<file path="config.mk">
export PLATFORM = sky130hd
export DESIGN_NAME = poly_synth
export DESIGN_NICKNAME = d
export VERILOG_FILES = /design/src/rtl/poly_synth.sv
export SDC_FILE = /design/constraint.sdc
export NUM_CORES = 1
export LEC_CHECK = 0
export BUFFER_PORTS_ARGS = -buffer_cell sky130_fd_sc_hd__buf_2
export CELL_PAD_IN_SITES_DETAIL_PLACEMENT = 1
export CELL_PAD_IN_SITES_GLOBAL_PLACEMENT = 2
export CORE_AREA = 10 10 206 208
export CTS_BUF_LIST = sky130_fd_sc_hd__clkbuf_8
export CTS_CLUSTER_SIZE = 14
export DETAILED_ROUTE_END_ITERATION = 10
export DIE_AREA = 0 0 216 218
export PLACE_DENSITY_LB_ADDON = 0.1
export SKIP_LAST_GASP = 1
export SYNTH_ARGS = -nofsm -noshare
export SYNTH_HDL_FRONTEND = slang
export SYNTH_SLANG_ARGS = --single-unit
</file>
<file path="constraint.sdc">
create_clock -name clk -period 7.1 [get_ports clk]
set_input_delay 0.71 -clock clk [delete_from_list [all_inputs] [get_ports clk]]
set_output_delay 0.71 -clock clk [all_outputs]
set_load 0.005 [all_outputs]
</file>
<file path="src/rtl/poly_synth.sv">
// poly_synth: polyphonic triangle-wave tone generator with a time-multiplexed averaging mixer.
// Define POLY_SYNTH_ENV_EN to add the per-voice attack/sustain/release envelope.
module poly_synth #(
    parameter int VOICES     = 8,
    parameter int OUT_W      = 8,
    parameter int PHASE_W    = 16,
    parameter int SAMPLE_DIV = 256,
    parameter int ENV_STEP   = 4
) (
    input  logic                         clk,
    input  logic                         rst_n,
    input  logic [VOICES-1:0]            keys,
    input  logic [VOICES*PHASE_W-1:0]    tune_inc,
    output logic [OUT_W-1:0]             sound,
    output logic                         sound_valid,
    output logic [$clog2(VOICES+1)-1:0]  active_cnt
);
    localparam int ACC_W = OUT_W + $clog2(VOICES);
    localparam int CNT_W = $clog2(VOICES + 1);
    localparam int DIV_W = $clog2(SAMPLE_DIV);
    localparam int IDX_W = $clog2(VOICES + ACC_W);
    localparam int VI_W  = $clog2(VOICES);

    if (ENV_STEP < 1 || ENV_STEP >= 2**OUT_W || SAMPLE_DIV < VOICES + ACC_W + 3) begin : g_param_check
        $error("poly_synth: invalid parameter combination");
    end

    logic [DIV_W-1:0]   div_cnt;
    logic               tick;
    logic [VOICES-1:0]  active_nxt;
    logic [CNT_W-1:0]   active_sum;
    logic [PHASE_W-1:0] phase [VOICES];

    assign tick = (div_cnt == DIV_W'(SAMPLE_DIV - 1));

    always_ff @(posedge clk or negedge rst_n) begin
        if (!rst_n)    div_cnt <= '0;
        else if (tick) div_cnt <= '0;
        else           div_cnt <= div_cnt + DIV_W'(1);
    end

`ifdef POLY_SYNTH_ENV_EN
    typedef enum logic [1:0] {IDLE, ATTACK, SUSTAIN, RELEASE} env_state_t;
    localparam logic [OUT_W-1:0] ENV_MAX = '1;
    localparam logic [OUT_W-1:0] STEP    = OUT_W'(ENV_STEP);

    env_state_t       state     [VOICES];
    env_state_t       state_nxt [VOICES];
    logic [OUT_W-1:0] env       [VOICES];
    logic [OUT_W-1:0] env_nxt   [VOICES];
    logic [OUT_W-1:0] env_up    [VOICES];
    logic [OUT_W-1:0] env_dn    [VOICES];
    logic [OUT_W:0]   env_sum   [VOICES];

    always_ff @(posedge clk or negedge rst_n) begin
        if (!rst_n) begin
            for (int unsigned i = 0; i < VOICES; i++) begin
                state[i] <= IDLE;
                env[i]   <= '0;
            end
        end else if (tick) begin
            for (int unsigned i = 0; i < VOICES; i++) begin
                state[i] <= state_nxt[i];
                env[i]   <= env_nxt[i];
            end
        end
    end

    // A held key always climbs from the current level; a released key always decays,
    // so IDLE->ATTACK and RELEASE->ATTACK collapse into the same transition.
    always_comb begin
        for (int unsigned i = 0; i < VOICES; i++) begin
            env_sum[i] = {1'b0, env[i]} + {1'b0, STEP};
            env_up[i]  = env_sum[i][OUT_W] ? ENV_MAX : env_sum[i][OUT_W-1:0];
            env_dn[i]  = (env[i] < STEP) ? '0 : env[i] - STEP;
            if (keys[i])
                state_nxt[i] = (env_up[i] == ENV_MAX) ? SUSTAIN : ATTACK;
            else
                state_nxt[i] = (env_dn[i] == '0) ? IDLE : RELEASE;
        end
    end

    always_comb begin
        for (int unsigned i = 0; i < VOICES; i++) begin
            case (state_nxt[i])
                ATTACK, SUSTAIN: env_nxt[i] = env_up[i];
                RELEASE:         env_nxt[i] = env_dn[i];
                default:         env_nxt[i] = '0;
            endcase
            active_nxt[i] = (state_nxt[i] != IDLE);
        end
    end
`else
    assign active_nxt = keys;
`endif

    always_comb begin
        active_sum = '0;
        for (int unsigned i = 0; i < VOICES; i++)
            active_sum = active_sum + CNT_W'(active_nxt[i]);
    end

    always_ff @(posedge clk or negedge rst_n) begin
        if (!rst_n) begin
            for (int unsigned i = 0; i < VOICES; i++) phase[i] <= '0;
            active_cnt <= '0;
        end else if (tick) begin
            for (int unsigned i = 0; i < VOICES; i++)
                phase[i] <= active_nxt[i] ? phase[i] + tune_inc[i*PHASE_W +: PHASE_W] : '0;
            active_cnt <= active_sum;
        end
    end

    typedef enum logic [1:0] {M_IDLE, M_ACC, M_DIV} mix_state_t;
    mix_state_t       mix_state, mix_nxt;
    logic [IDX_W-1:0] idx;
    logic [VI_W-1:0]  voice_idx;
    logic [ACC_W-1:0] acc, q_nxt;
    logic [CNT_W-1:0] rem;
    logic [CNT_W:0]   rem_sh;
    logic             rem_ge, acc_last, div_last, acc_en, div_en;
    logic [OUT_W-1:0] tri_t, wave_sel, v_sel;

    assign voice_idx = idx[VI_W-1:0];
    assign tri_t     = phase[voice_idx][PHASE_W-2 -: OUT_W];
    assign wave_sel  = phase[voice_idx][PHASE_W-1] ? ~tri_t : tri_t;
`ifdef POLY_SYNTH_ENV_EN
    assign v_sel = OUT_W'(((2*OUT_W)'(wave_sel) * (2*OUT_W)'(env[voice_idx])) >> OUT_W);
`else
    assign v_sel = wave_sel;
`endif

    assign acc_last = (idx == IDX_W'(VOICES - 1));
    assign div_last = (idx == IDX_W'(ACC_W - 1));

    // acc doubles as the dividend/quotient shift register during the divide phase
    assign rem_sh = {rem, acc[ACC_W-1]};
    assign rem_ge = (rem_sh >= {1'b0, active_cnt});
    assign q_nxt  = {acc[ACC_W-2:0], rem_ge};

    always_ff @(posedge clk or negedge rst_n) begin
        if (!rst_n) mix_state <= M_IDLE;
        else        mix_state <= mix_nxt;
    end

    always_comb begin
        mix_nxt = mix_state;
        case (mix_state)
            M_IDLE:  if (tick)     mix_nxt = M_ACC;
            M_ACC:   if (acc_last) mix_nxt = M_DIV;
            M_DIV:   if (div_last) mix_nxt = M_IDLE;
            default:               mix_nxt = M_IDLE;
        endcase
    end

    always_comb begin
        acc_en = (mix_state == M_ACC);
        div_en = (mix_state == M_DIV);
    end

    always_ff @(posedge clk or negedge rst_n) begin
        if (!rst_n) begin
            idx         <= '0;
            acc         <= '0;
            rem         <= '0;
            sound       <= '0;
            sound_valid <= 1'b0;
        end else begin
            sound_valid <= 1'b0;
            if (mix_state == M_IDLE) begin
                idx <= '0;
                acc <= '0;
                rem <= '0;
            end
            if (acc_en) begin
                acc <= acc + ACC_W'(v_sel);
                idx <= acc_last ? '0 : idx + IDX_W'(1);
            end
            if (div_en) begin
                acc <= q_nxt;
                rem <= CNT_W'(rem_ge ? rem_sh - {1'b0, active_cnt} : rem_sh);
                idx <= idx + IDX_W'(1);
                if (div_last) begin
                    sound       <= (active_cnt == '0) ? '0 : q_nxt[OUT_W-1:0];
                    sound_valid <= 1'b1;
                end
            end
        end
    end
endmodule

</file>
After elaboration in Yosys (flattened, before gate mapping)

Index checks and enable logic that the tools add are counted.

Add/sub/neg operators: 19
Multiply operators: 0
Divide/modulo/power cells: 0
Order comparisons: 2
Equality and inequality tests: 8
Shifts and indexed selects: 0
Muxes and demuxes: 30
Bitwise operators: 2
Reductions and logical operators: 6

Operators with widths:

| cell                                           | count |
|---|---|
| two-way mux 16 bit                             | 10 |
| adder 16 bit                                   | 8 |
| binary-select mux 16 bit (select 3 bit)        | 1 |
| two-way mux 11 bit                             | 3 |
| two-way mux 8 bit                              | 3 |
| two-way mux 5 bit                              | 4 |
| adder 4 x 1 -> 4 bit                           | 4 |
| two-way mux 4 bit                              | 3 |
| adder 11 x 8 -> 11 bit                         | 1 |
| adder 8 x 1 -> 8 bit (second input constant)   | 1 |
| == test 8 bit (second input constant)          | 1 |
| inverter 8 bit                                 | 1 |
| two-way mux 2 bit                              | 3 |
| inequality test 2 bit (second input constant)  | 3 |
| case mux 2 bit (3 select lines)                | 1 |
| adder 5 x 1 -> 5 bit (second input constant)   | 1 |
| == test 5 x 3 -> 1 bit (second input constant) | 1 |
| == test 5 x 4 -> 1 bit (second input constant) | 1 |
| >= comparator 5 x 4 -> 1 bit                   | 1 |
| adder 3 x 1 -> 4 bit                           | 1 |
| >= comparator 4 bit (second input constant)    | 1 |
| zero test 4 bit                                | 1 |
| inverter 3 -> 4 bit                            | 1 |
| subtractor 4 bit                               | 1 |
| 10 further kinds                               | 11 |

Flip-flop bits (word level): 171
Bits in latches: 0
Memory bits (writable): 0
Bits in read-only memories: 0
Input port bits: 138
Word-level logic and storage cells: 83
Memories kept: 0

Depth between registers and ports, before layout

Gate-level depths: netlist of the first run.

Depth in word-level cells: 9
Gate-level depth with buffers: 16

Worst setup path before layout of the first run

No wires, ideal clock.

Path type: register to register
From: reg idx[1]
To: reg acc[10]
Setup time: 0.128 ns
Arrival: 3.396 ns
Required time: 6.972 ns
Setup slack: 3.575 ns
Cell stages (with the launch flop): 17
Path buffers: 2
Clock period less this slack: 3.525 ns
Path through: dfrtp_1 clkbuf_1 clkbuf_1 mux4_2 mux2i_1 xor2_1 ha_1 inv_1 fa_1 nor2b_1 o21ai_0 a21boi_0 o21ai_0 a21oi_1 o211ai_1 mux2i_1 o21ai_0

Cells in the longest elaborated chain, start to end: 9

RTL lines:

| what                                                     | RTL line | RTL |
|---|---|---|
| start: declaration                                       | 116      | `logic [IDX_W-1:0] idx;` |
| start signal: assignment                                 | 177      | `idx <= acc_last ? '0 : idx + IDX_W'(1);` |
| start signal: assignment                                 | 182      | `idx <= idx + IDX_W'(1);` |
| inverter 3 -> 4 bit (not written as such) *              | 125, 126 |  |
| binary-select mux 16 bit (select 3 bit) *                | 125, 126 |  |
| two-way mux 16 bit (not written as such) * (2 in series) | 126      | `assign wave_sel = phase[voice_idx][PHASE_W-1] ? ~tri_t : tri_t;` |
| inverter 8 bit                                           | 126      |  |
| two-way mux 8 bit *                                      | 126      |  |
| adder 11 x 8 -> 11 bit *                                 | 176      | `acc <= acc + ACC_W'(v_sel);` |
| two-way mux 11 bit *                                     | 175      | `if (acc_en) begin` |
| two-way mux 11 bit *                                     | 179      | `if (div_en) begin` |
| end signal: assignment                                   | 176      |  |
| end signal: assignment                                   | 180      | `acc <= q_nxt;` |
| end: declaration                                         | 118      | `logic [ACC_W-1:0] acc, q_nxt;` |

Every way passes the cells marked *; elsewhere a longest branch is shown, timed or not. The select of a mux whose other input is x is not followed.
A chain may end at the register's enable or synchronous reset.

Worst setup path after layout of the first run

From: reg idx[0]
To: reg acc[10]

Same word-level chain as after synthesis.

==> results of run 1 <==
-- cell families (layout without fill, tap and decap cells) --
group	count (synthesis)	in the layout	share of synthesized area
compound gates	439	439	0.230
xor+xnor	122	122	0.0809
flops	171	171	0.324
buf+inv	95	240	0.0275
fa+ha+maj	153	153	0.153
simple gates	395	395	0.138
mux	37	37	0.0468
-- worst min path at each step --
stage | end | slack (ns)
4_1_cts | phase[115] | 0.30
2_1_floorplan | acc[0] | 0.41
3_5_place_dp | phase[0] | 0.47
5_1_grt | phase[116] | 0.31
3_3_place_gp | phase[16] | 0.45
6_report | phase[114] | 0.27
-- layout by cell type, fill, tap and decap left out, types with 6 or more instances in the layout --
master / Yosys / routed
a211o_1: 9 / 9
a211oi_1: 7 / 7
a211oi_2: 6 / 6
a21o_1: 64 / 64
a21oi_1: 83 / 83
a22o_1: 44 / 44
a31oi_1: 10 / 10
and2_1: 6 / 6
and3_1: 9 / 8
buf_2: 2 / 149
buf_4: 1 / 6
bufinv_16: 0 / 7
clkbuf_8: 0 / 21
dfrtp_1: 171 / 171
fa_1: 14 / 14
ha_1: 138 / 138
inv_1: 52 / 52
mux2_2: 8 / 8
mux2i_1: 10 / 10
mux4_2: 18 / 18
nand2_1: 195 / 195
nand2b_1: 17 / 17
nand3_1: 47 / 46
nand4_1: 8 / 8
nor2_1: 58 / 58
nor2b_1: 10 / 10
nor3_1: 19 / 19
nor4_1: 6 / 6
o21a_1: 16 / 16
o21ai_0: 92 / 92
o21ai_1: 9 / 9
o21bai_1: 23 / 23
o31ai_1: 26 / 26
xnor2_1: 65 / 65
xor2_1: 57 / 57
-- routing by layer --
| metal | track usage | wire length [um] |
|---|---|---|
| met1 | 0.242 | 19900 |
| met2 | 0.284 | 18900 |
| met3 | 0.0330 | 1460 |
| met4 | 0.0378 | 554 |
| met5 | 0 | 56 |
-- area by class of cell --
| type | count | area [um2] |
|---|---|---|
| repair buffers | 156 | 805 |
| clock buffers | 20 | 275 |
| fillers | 4446 | 23300 |
| clock inverters | 12 | 240 |
| inverters | 52 | 195 |
| well taps | 518 | 648 |
| multi-input cells | 1146 | 8580 |
| flip-flops and latches | 171 | 4280 |
-- stage by stage --
stage	power, W	setup slack, ns	cells	hold WS [ns]
final	0.00241	2.84	2075	0.268
after global routing	0.00255	2.37	2075	0.313
after CTS	0.00245	2.76	2075	0.301
after detailed placement	0.00152	2.78	2043	0.467
after global placement	0.00151	2.90	2043	0.453
after floorplan	0.00135	3.58	1412	0.414
-- power by group --
group	switching, W	total [W]	internal (W)
Combinational	0.000281	0.000501	0.000220
Sequential	0.00000960	0.000992	0.000983
Clock	0.000402	0.000918	0.000516
-- flip-flops by register name (all words and copies together) (netlist names) --
name / count
sound_valid: 1
div_cnt: 8
phase: 128
idx: 5
sound: 8
acc: 11
rem: 4
active_cnt: 4
mix_state: 2
==> summary.md, run 1 <==
| Metric | Value |
|---|---|
| Outcome | completed |
| Number of library cell types mapped by synthesis | 71 |
| Cell area after placement | 14,500 um2 |
| Global-route wire length before repair | 66,700 um |
| Quantity of hold-fixing buffers added after cts | 0 |
| Final Setup Violations | 0 |
| Max Root-Sink Buffers | 2 |
| Total routed wirelength | 40,900 um |
| Number of setup buffers added after CTS | 0 |
| Category of the worst setup path launch point | flop |
| Core Util, Final | 0.392 |
| DIE AREA | 47,100 um2 |
| Max Clk Rate | 0.235 GHz |
| Total stage count of the critical path | 15 |
| Remaining global-route overflow | 0 |
| Antenna violations before repair | 4 |
| Clock transition at path regs | 0.10 ns |
| Antenna Nets Post-Route | 0 |
| Io pins | 151 |
| TritonCTS Buffers | 17 |
| Part of the cycle the worst path needs | 0.600 |
| Cell repeated most along the worst path | o21ai_0 |
| Cells taking the most area after synthesis | dfrtp_1, ha_1, nand2_1, xnor2_1, xor2_1 |
| Share of post-route cells with drive strength above 1 | 0.156 |
| Port Buf Inserts | 150 |
| Number of buffers and inverters on the critical path | 2 |
| Number of iterations in the first detailed-routing pass | 4 |
| Die H | 218 um |
| Total Negative Setup Slacks | 0 ns |
| Post-Synthesis Cells | 1,412 |
| Crit path to | acc[10] |
| Count of unresolved DRC violations after routing | 0 |
| Data required time at the worst endpoint | 7.53 ns |
| #FFs+latches synth | 171 |
| Row count | 72 |
| Synth cell count leaders | nand2_1, dfrtp_1, ha_1 |
| Die Width | 216 um |
| CTS tree | done |
| CP Class | reg2reg |
| Sinks on the clock net | 171 |
| Global-route usage over all layers | 0.177 |
| Portion of the post-synthesis area used by sequential elements | 0.324 |
| Antenna diode count | 0 |
| Leakage power of the design | 6.94 nW |
| Mean number of vias per cell | 5.28 |
| Reg-to-reg setup timing slack | 2.84 ns |
| Power Dens Cells | 161 nW/um2 |
| Count of pins over their slew limit | 0 |
| Maximum number of pins on one net before global-route repair | 94 |
| Max FO, Critical Path | 14 |
| Clk_skew | 0.0200 ns |
| CP cell instances | buf_4, mux4_2, mux2i_4, xor2_1, ha_1, inv_1, fa_1, nor2b_1, o21ai_0, a21boi_0, o21ai_0, a21oi_1, o211ai_1, mux2i_1, o21ai_0 |
| Cell type with the largest total area after synthesis | dfrtp_1 |
| Latest clock arrival within the worst-skew pair | 0.50 ns |
| Post-cts repair resize count | 0 |
| Final non-filler cell area | 15,000 um2 |
| Endpoint of the lowest-slack register-to-register path | acc[10] |
| Core footprint | 38,300 um2 |
| Synthesis Warnings | 0 |
| Arrival time at the worst endpoint | 4.69 ns |
| Worst Max-Slew Pin Slew | 1.01 ns |
| First DRT Iteration DRCs | 420 |
| Hold Violations, Final | 0 |
| Post-synthesis async set-or-reset flop share | 1.00 |
| Via count of the first global-routing pass | 12.0k |
| Min Clock Period, post-route | 4.26 ns |
| Setup repair after global routing missed its margin | false |
| Number of synthesized flops with an enable pin | 0 |
| CTS H-tree lvls | 4 |
| Mapped Nets | 1,702 |
| Top Family by Delay on Critical Path | compound AO/OA/AOI/OAI gates |
| Maximum vdd drop | 0.105 mV |
| Most used standard cell by instance count after synthesis | nand2_1 |
| Effective utilization at floorplan | 0.345 |
| Vias after detailed routing | 11.0k |
| Wire length per cell after detailed routing | 19.7 um |
| Per-instance average area after synthesis | 9.35 um2 |
| Net count of the finished layout | 1,834 |
| Count of max-cap constraint violations | 0 |
| Detailed Place HPWL | 32,300 um |
| Area share of the leading cell type in the synthesized netlist | 0.324 |
| Relative area change from synthesis to final layout | 13.7% |
| Classification of the worst-slack hold path | in2async |
| Post-synthesis cell area | 13,200 um2 |
| Worst Reg-to-Reg Cells | 15 |
| CTS root buf | clkbuf_8 |
| Start point of the critical path | idx[0] |
| Worst path slowest cell | dfrtp_1 |
| Start of the worst register-to-register path | idx[0] |
| Critical Path Sink Type | flop |
| Most frequently used flop master after synthesis | dfrtp_1 |
| Final weighted congestion in routability-driven placement | 0.815 |
| Tightest slew margin relative to the limit | 0.327 |
| Maximum cell stage delay along the critical path | 0.69 ns |
(Power assumes the default switching activity.)
==> run 2: changes to the inputs <==
ABC_AREA = 1   (was default)
CORE_AREA = 10 10 222 224   (was 10 10 206 208)
DIE_AREA = 0 0 232 234   (was 0 0 216 218)
clock period = 4 ns   (was 7.1 ns; I/O delays follow)
==> summary.md, run 2 <==
| Metric | Value |
|---|---|
| Core footprint | 44,900 um2 (+17%) |
| Relative area change from synthesis to final layout | 12.2% |
| Hold Violations, Final | 0 (unchanged) |
| Category of the worst setup path launch point | flop |
| Max FFs per register | 128 (unchanged) |
| Global-route wire length before repair | 83,100 um (+25%) |
| Biggest register | phase |
| Arrival time at the worst endpoint | 3.87 ns (-0.82 ns) |
| Highest-count cells in the layout ignoring fill and taps | nand2_1, inv_1, nand3_1 |
| Detailed Place HPWL | 41,700 um (+29%) |
| Classification of the worst-slack hold path | in2reg |
| Share of post-route cells with drive strength above 1 | 0.0831 (-0.0730) |
| Final Setup Violations | 0 (unchanged) |
| Effective utilization at floorplan | 0.336 (-0.00872) |
| Clk_skew | 0.0113 ns (-0.00870 ns) |
| Minimum setup slack after placement | 0.584 ns (-2.20 ns) |
| First DRT Iteration DRCs | 548 (+30%) |
| Count of unresolved DRC violations after routing | 0 (unchanged) |
| Mapped Nets | 2,648 (+56%) |
| Worst Reg-to-Reg Cells | 15 (unchanged) |
| Number of library cell types mapped by synthesis | 38 (-46%) |
| Maximum number of pins on one net before global-route repair | 88 (-6.4%) |
| Via count of the first global-routing pass | 16.1k (+35%) |
| Row count | 78 (+8.3%) |
| Most frequently used flop master after synthesis | dfrtp_1 |
| Mean number of vias per cell | 4.85 (-8.2%) |
| Number of synthesized flops with an enable pin | 0 (unchanged) |
| Synthesis Warnings | 0 (unchanged) |
| Data required time at the worst endpoint | 4.48 ns (-3.05 ns) |
| Cells taking the most area after synthesis | dfrtp_1, nand2_1, ha_1, inv_1, nand3_1 |
| Setup repair after global routing missed its margin | false |
| Max Root-Sink Buffers | 2 (unchanged) |
| Crit path to | acc[8] |
| Antenna violations before repair | 1 (-3) |
| Sinks on the clock net | 171 (unchanged) |
| Antenna Nets Post-Route | 0 (unchanged) |
| Min Clock Period, post-route | 3.39 ns (-0.868 ns) |
| Part of the cycle the worst path needs | 0.849 (+0.248) |
| Count of pins over their slew limit | 0 (unchanged) |
| Remaining global-route overflow | 0 (unchanged) |
| Io pins | 151 (unchanged) |
| Max FO, Critical Path | 18 (+4) |
| TritonCTS Buffers | 17 (unchanged) |
| Critical Path Sink Type | flop |
| Vias after detailed routing | 15.1k (+38%) |
| Global-route usage over all layers | 0.194 (+0.0170) |
| Outcome | completed |
| #FFs+latches synth | 171 (unchanged) |
| Endpoint of the lowest-slack register-to-register path | acc[8] |
| Die Width | 232 um (+7.4%) |
| Leakage power of the design | 9.57 nW (+38%) |
| CTS H-tree lvls | 4 (unchanged) |
| Max Clk Rate | 0.295 GHz (+26%) |
| Port Buf Inserts | 150 (unchanged) |
| Most used standard cell by instance count after synthesis | nand2_1 |
| Power Dens Cells | 230 nW/um2 (+43%) |
| Number of setup buffers added after CTS | 0 (unchanged) |
| Cell type with the largest total area after synthesis | dfrtp_1 |
| CP Class | reg2reg |
| Final weighted congestion in routability-driven placement | 0.876 (+7.5%) |
| Reg-to-reg setup timing slack | 0.61 ns (-2.23 ns) |
| Total Negative Setup Slacks | 0 ns (unchanged) |
| Net count of the finished layout | 2,793 (+52%) |
| Antenna diode count | 0 (unchanged) |
| Worst Max-Slew Pin Slew | 0.961 ns (-0.0485 ns) |
| Setup ws final | 0.606 ns (-2.23 ns) |
| Per-instance average area after synthesis | 6.40 um2 (-32%) |
| DIE AREA | 54,300 um2 (+15%) |
| Registers with the most flip-flops | phase (128), acc (11) |
| Tightest slew margin relative to the limit | 0.359 (+0.0324) |
| Power, Total | 0.00389 W (+62%) |
| Portion of the post-synthesis area used by sequential elements | 0.284 (-0.0405) |
| Clock transition at path regs | 0.10 ns (about the same) |
| Number of iterations in the first detailed-routing pass | 5 (+1) |
| Post-synthesis cell area | 15,100 um2 (+14%) |
| Wire length per cell after detailed routing | 16.4 um (-17%) |
| Post-synthesis async set-or-reset flop share | 1.00 (unchanged) |
| Synth cell count leaders | nand2_1, inv_1, nand3_1 |
| Latest clock arrival within the worst-skew pair | 0.58 ns (+0.08 ns) |
| Start of the worst register-to-register path | idx[2] |
| Start point of the critical path | idx[2] |
| Most frequent standard cell in the layout excluding fill and tap cells | nand2_1 |
| Maximum vdd drop | 0.215 mV (+100%) |
| Count of max-cap constraint violations | 0 (unchanged) |
| CTS root buf | clkbuf_8 |
| Total routed wirelength | 51,200 um (+25%) |
| Area share of the leading cell type in the synthesized netlist | 0.284 (-0.0405) |
| CTS tree | done |
| Post-Synthesis Cells | 2,358 (+67%) |
| Die H | 234 um (+7.3%) |
[run 2: kinds of logic (layout without fill, tap and decap cells)]
| group | Yosys count | after routing | share of synthesized area |
|---|---|---|---|
| buf+inv | 413 | 571 | 0.107 |
| simple gates | 1313 | 1313 | 0.352 |
| flops | 171 | 171 | 0.284 |
| fa+ha+maj | 152 | 152 | 0.133 |
| compound gates | 256 | 256 | 0.0937 |
| xor+xnor | 53 | 53 | 0.0308 |
[run 2: final cells by class]
class | instances | area, um2
fillers | 5996 | 28000
multi-input cells | 1774 | 9200
flip-flops and latches | 171 | 4280
inverters | 372 | 1400
repair buffers | 167 | 902
well taps | 600 | 751
clock buffers | 21 | 289
clock inverters | 11 | 118
[run 2: per-layer routing]
metal  GRT usage  up-vias  routed length, um
met1       0.238     7231              24000
met2       0.344      110              25300
li1            -     7725                  -
met4      0.0535        0                820
met3      0.0314       38               1110
met5           0        -                  0
[run 2: how the worst min path moves through the flow]
stage / startpoint / endpoint / cells past startpoint
after floorplan: rst_n / acc[0] / 0
after global placement: div_cnt[0] / div_cnt[0] / 1
after detailed placement: div_cnt[0] / div_cnt[0] / 1
after CTS: tune_inc[48] / phase[64] / 3
after global routing: tune_inc[32] / phase[80] / 3
final: tune_inc[48] / phase[64] / 3
[run 2: timing repair]
| action | CTS | global route |
|---|---|---|
| resized for setup | 0 | 0 |
| hold buffers | 1 | 0 |
| hold endpoints to repair | 85 | 0 |
[run 2: through the flow]
step	area [um2]	cells	hold WS, ns	util
floorplan	15100	2358	0.104	-
global placement	16500	3083	0.444	0.368
detailed placement	16500	3083	0.456	0.368
CTS	16900	3116	0.0950	0.377
global route	16900	3116	0.139	0.377
finish	16900	3116	0.153	0.377
[run 2: worst max-delay path, stage by stage, from the launching register on]
cell and delay (ns):
dfrtp_1 0.62, clkinv_1 0.51, o21ai_2 0.49, nand2_1 0.09, nand2_1 0.09, ha_1 0.19
inv_1 0.08, fa_1 0.43, inv_1 0.11, nand2_1 0.08, o21bai_1 0.23, nand2_1 0.12
nand2_1 0.08, nand2_1 0.05, nand3_1 0.07, nand3_1 0.07
[run 2: report_power, final]
part / leakage, nW / switching (W) / internal (W)
clock network: 0.213 / 0.000728 / 0.000617
registers: 1.75 / 0.00000725 / 0.00174
logic: 7.61 / 0.000499 / 0.000308
total: 9.57 / 0.00123 / 0.00266
==> run 3: changes to the inputs <==
clock period = 3.3 ns   (was 4 ns; I/O delays follow)
==> summary.md, run 3 (same netlist as run 2, synthesis figures left out) <==
| Metric | Value |
|---|---|
| Worst Max-Slew Pin Slew | 0.857 ns (-0.104 ns) |
| Global-route track usage on met3 | 0.0344 (+0.00302) |
| Biggest register | phase |
| Leakage power of the design | 9.67 nW (+0.97%) |
| Clk_skew | 0.0204 ns (+0.00911 ns) |
| Final Setup Violations | 0 (unchanged) |
| Share of post-route cells with drive strength above 1 | 0.0894 (+0.00630) |
| Registers with the most flip-flops | phase (128), acc (11) |
| Start point of the critical path | idx[0] |
| Relative area change from synthesis to final layout | 13.4% |
| Wire length per cell after detailed routing | 16.4 um (-0.38%) |
| Antenna diode count | 0 (unchanged) |
| Layer carrying the most global-route usage | met2 |
| Clock transition at path regs | 0.11 ns (about the same) |
| Io pins | 151 (unchanged) |
| Maximum number of pins on one net before global-route repair | 84 (-4.5%) |
| Min Clock Period, post-route | 2.99 ns (-0.400 ns) |
| Net count of the finished layout | 2,806 (+0.47%) |
| Max Root-Sink Buffers | 2 (unchanged) |
| Global-route wire length before repair | 83,300 um (+0.20%) |
| Final-layout fill cell count | 5,971 (-0.42%) |
| Port Buf Inserts | 150 (unchanged) |
| Total Negative Setup Slacks | 0 ns (unchanged) |
| Sinks on the clock net | 171 (unchanged) |
| Total routed wirelength | 51,200 um (about the same) |
| CTS root buf | clkbuf_8 |
| Critical Path Sink Type | flop |
| Latest clock arrival within the worst-skew pair | 0.58 ns (about the same) |
| Global-route usage over all layers | 0.194 (+0.000425) |
| Hold Violations, Final | 0 (unchanged) |
| Effective utilization at floorplan | 0.336 (unchanged) |
| Reg-to-reg setup timing slack | 0.31 ns (-0.30 ns) |
| Hold Slack | 0.0972 ns (-0.0562 ns) |
| Part of the cycle the worst path needs | 0.907 (+0.0587) |
| Die Width | 232 um (unchanged) |
| Classification of the worst-slack hold path | in2reg |
| Antenna Nets Post-Route | 0 (unchanged) |
| Final weighted congestion in routability-driven placement | 0.823 (-6.0%) |
| Crit path to | acc[8] |
| Worst Hold Launch | tune_inc[32] |
| Met1 Track Usage GR | 0.242 (+0.00390) |
| Remaining global-route overflow | 0 (unchanged) |
| Max FO, Critical Path | 44 (+26) |
| Vias after detailed routing | 15.0k (-0.73%) |
| Endpoint of the lowest-slack register-to-register path | acc[8] |
| Antenna violations before repair | 1 (unchanged) |
| Category of the worst setup path launch point | flop |
| Count of max-cap constraint violations | 0 (unchanged) |
| Tightest slew margin relative to the limit | 0.425 (+0.0661) |
| Number of iterations in the first detailed-routing pass | 5 (unchanged) |
| Maximum vdd drop | 0.226 mV (+5.2%) |
| Max Clk Rate | 0.334 GHz (+13%) |
| Power Dens Cells | 288 nW/um2 (+25%) |
| Detailed Place HPWL | 41,800 um (about the same) |
| Die H | 234 um (unchanged) |
| DIE AREA | 54,300 um2 (unchanged) |
| CP Class | reg2reg |
| Arrival time at the worst endpoint | 3.46 ns (-0.41 ns) |
| Outcome | completed |
| Core footprint | 44,900 um2 (unchanged) |
| Data required time at the worst endpoint | 3.77 ns (-0.71 ns) |
| Highest-count cells in the layout ignoring fill and taps | nand2_1, inv_1, nand3_1 |
| Most frequent standard cell in the layout excluding fill and tap cells | nand2_1 |
| Start of the worst register-to-register path | idx[0] |
| First DRT Iteration DRCs | 697 (+27%) |
| Count of pins over their slew limit | 0 (unchanged) |
| CTS H-tree lvls | 4 (unchanged) |
| Via count of the first global-routing pass | 15.9k (-1.3%) |
| Core Util, Final | 0.381 (+0.00401) |
| Row count | 78 (unchanged) |
| Global-route met2 utilization | 0.338 (-0.00530) |
| Mean number of vias per cell | 4.79 (-1.1%) |
| Worst Reg-to-Reg Cells | 18 (+3) |
| Max FFs per register | 128 (unchanged) |
| Count of unresolved DRC violations after routing | 0 (unchanged) |
| CTS tree | done |
| TritonCTS Buffers | 17 (unchanged) |
| Setup repair after global routing missed its margin | false |
[run 3: cell type report]
cell class	count	area [um2]	area share
tap	600	751	0.0439
timing repair buffer	180	1010	0.0591
multi-input combinational	1774	9210	0.538
clock buffer	22	303	0.0177
inverter	372	1400	0.0816
clock inverter	10	161	0.00943
sequential	171	4280	0.250
[run 3: per-stage QoR]
| step | total power (W) | worst slack [ns] | instance area (um2) | instances |
|---|---|---|---|---|
| after detailed placement | 0.00315 | 0.132 | 16600 | 3091 |
| after global placement | 0.00312 | 0.181 | 16600 | 3091 |
| after global routing | 0.00525 | 0.0324 | 17100 | 3129 |
| final | 0.00494 | 0.306 | 17100 | 3129 |
| after floorplan | 0.00280 | 0.521 | 15100 | 2358 |
| after CTS | 0.00504 | 0.0936 | 17100 | 3124 |
[run 3: worst max-delay path, cell delays in order (launching register included)]
cell and delay, ns:
dfrtp_1 0.43, buf_12 0.22, o21ai_0 0.15, o21ai_0 0.22
inv_1 0.12, o21ai_4 0.19, nand2_1 0.07, nand2_1 0.08
ha_1 0.19, inv_1 0.07, fa_1 0.42, inv_1 0.12
nand2_1 0.09, o21bai_2 0.17, nand2_1 0.09, nand2_1 0.06
nand2_1 0.04, nand3_1 0.07, nand3_1 0.06
[run 3: timing repair]
item                                    in CTS  in global routing
buffers inserted                             0                  5
hold buffers                                 1                  0
hold endpoints to repair                    54                  0
endpoints found under the setup margin       0                  5
gates resized for setup                      0                  4
[run 3: power by group]
part           total (W)  internal (W)  leakage, nW  switching (W)
Sequential       0.00211       0.00210         1.75     0.00000855
Clock            0.00184      0.000925        0.239       0.000915
Combinational   0.000985      0.000374         7.68       0.000611
[run 3: worst min path at each step]
stage / to / cells after the start
2_1_floorplan: acc[0] / 0
3_3_place_gp: phase[80] / 1
3_5_place_dp: phase[80] / 1
4_1_cts: phase[80] / 3
5_1_grt: phase[80] / 3
6_report: phase[80] / 3
[run 3: layer usage]
layer / vias up / wire length, um
met5: - / 0
met4: 0 / 820
met3: 35 / 1430
met2: 126 / 24900
met1: 7101 / 24100
li1: 7732 / -
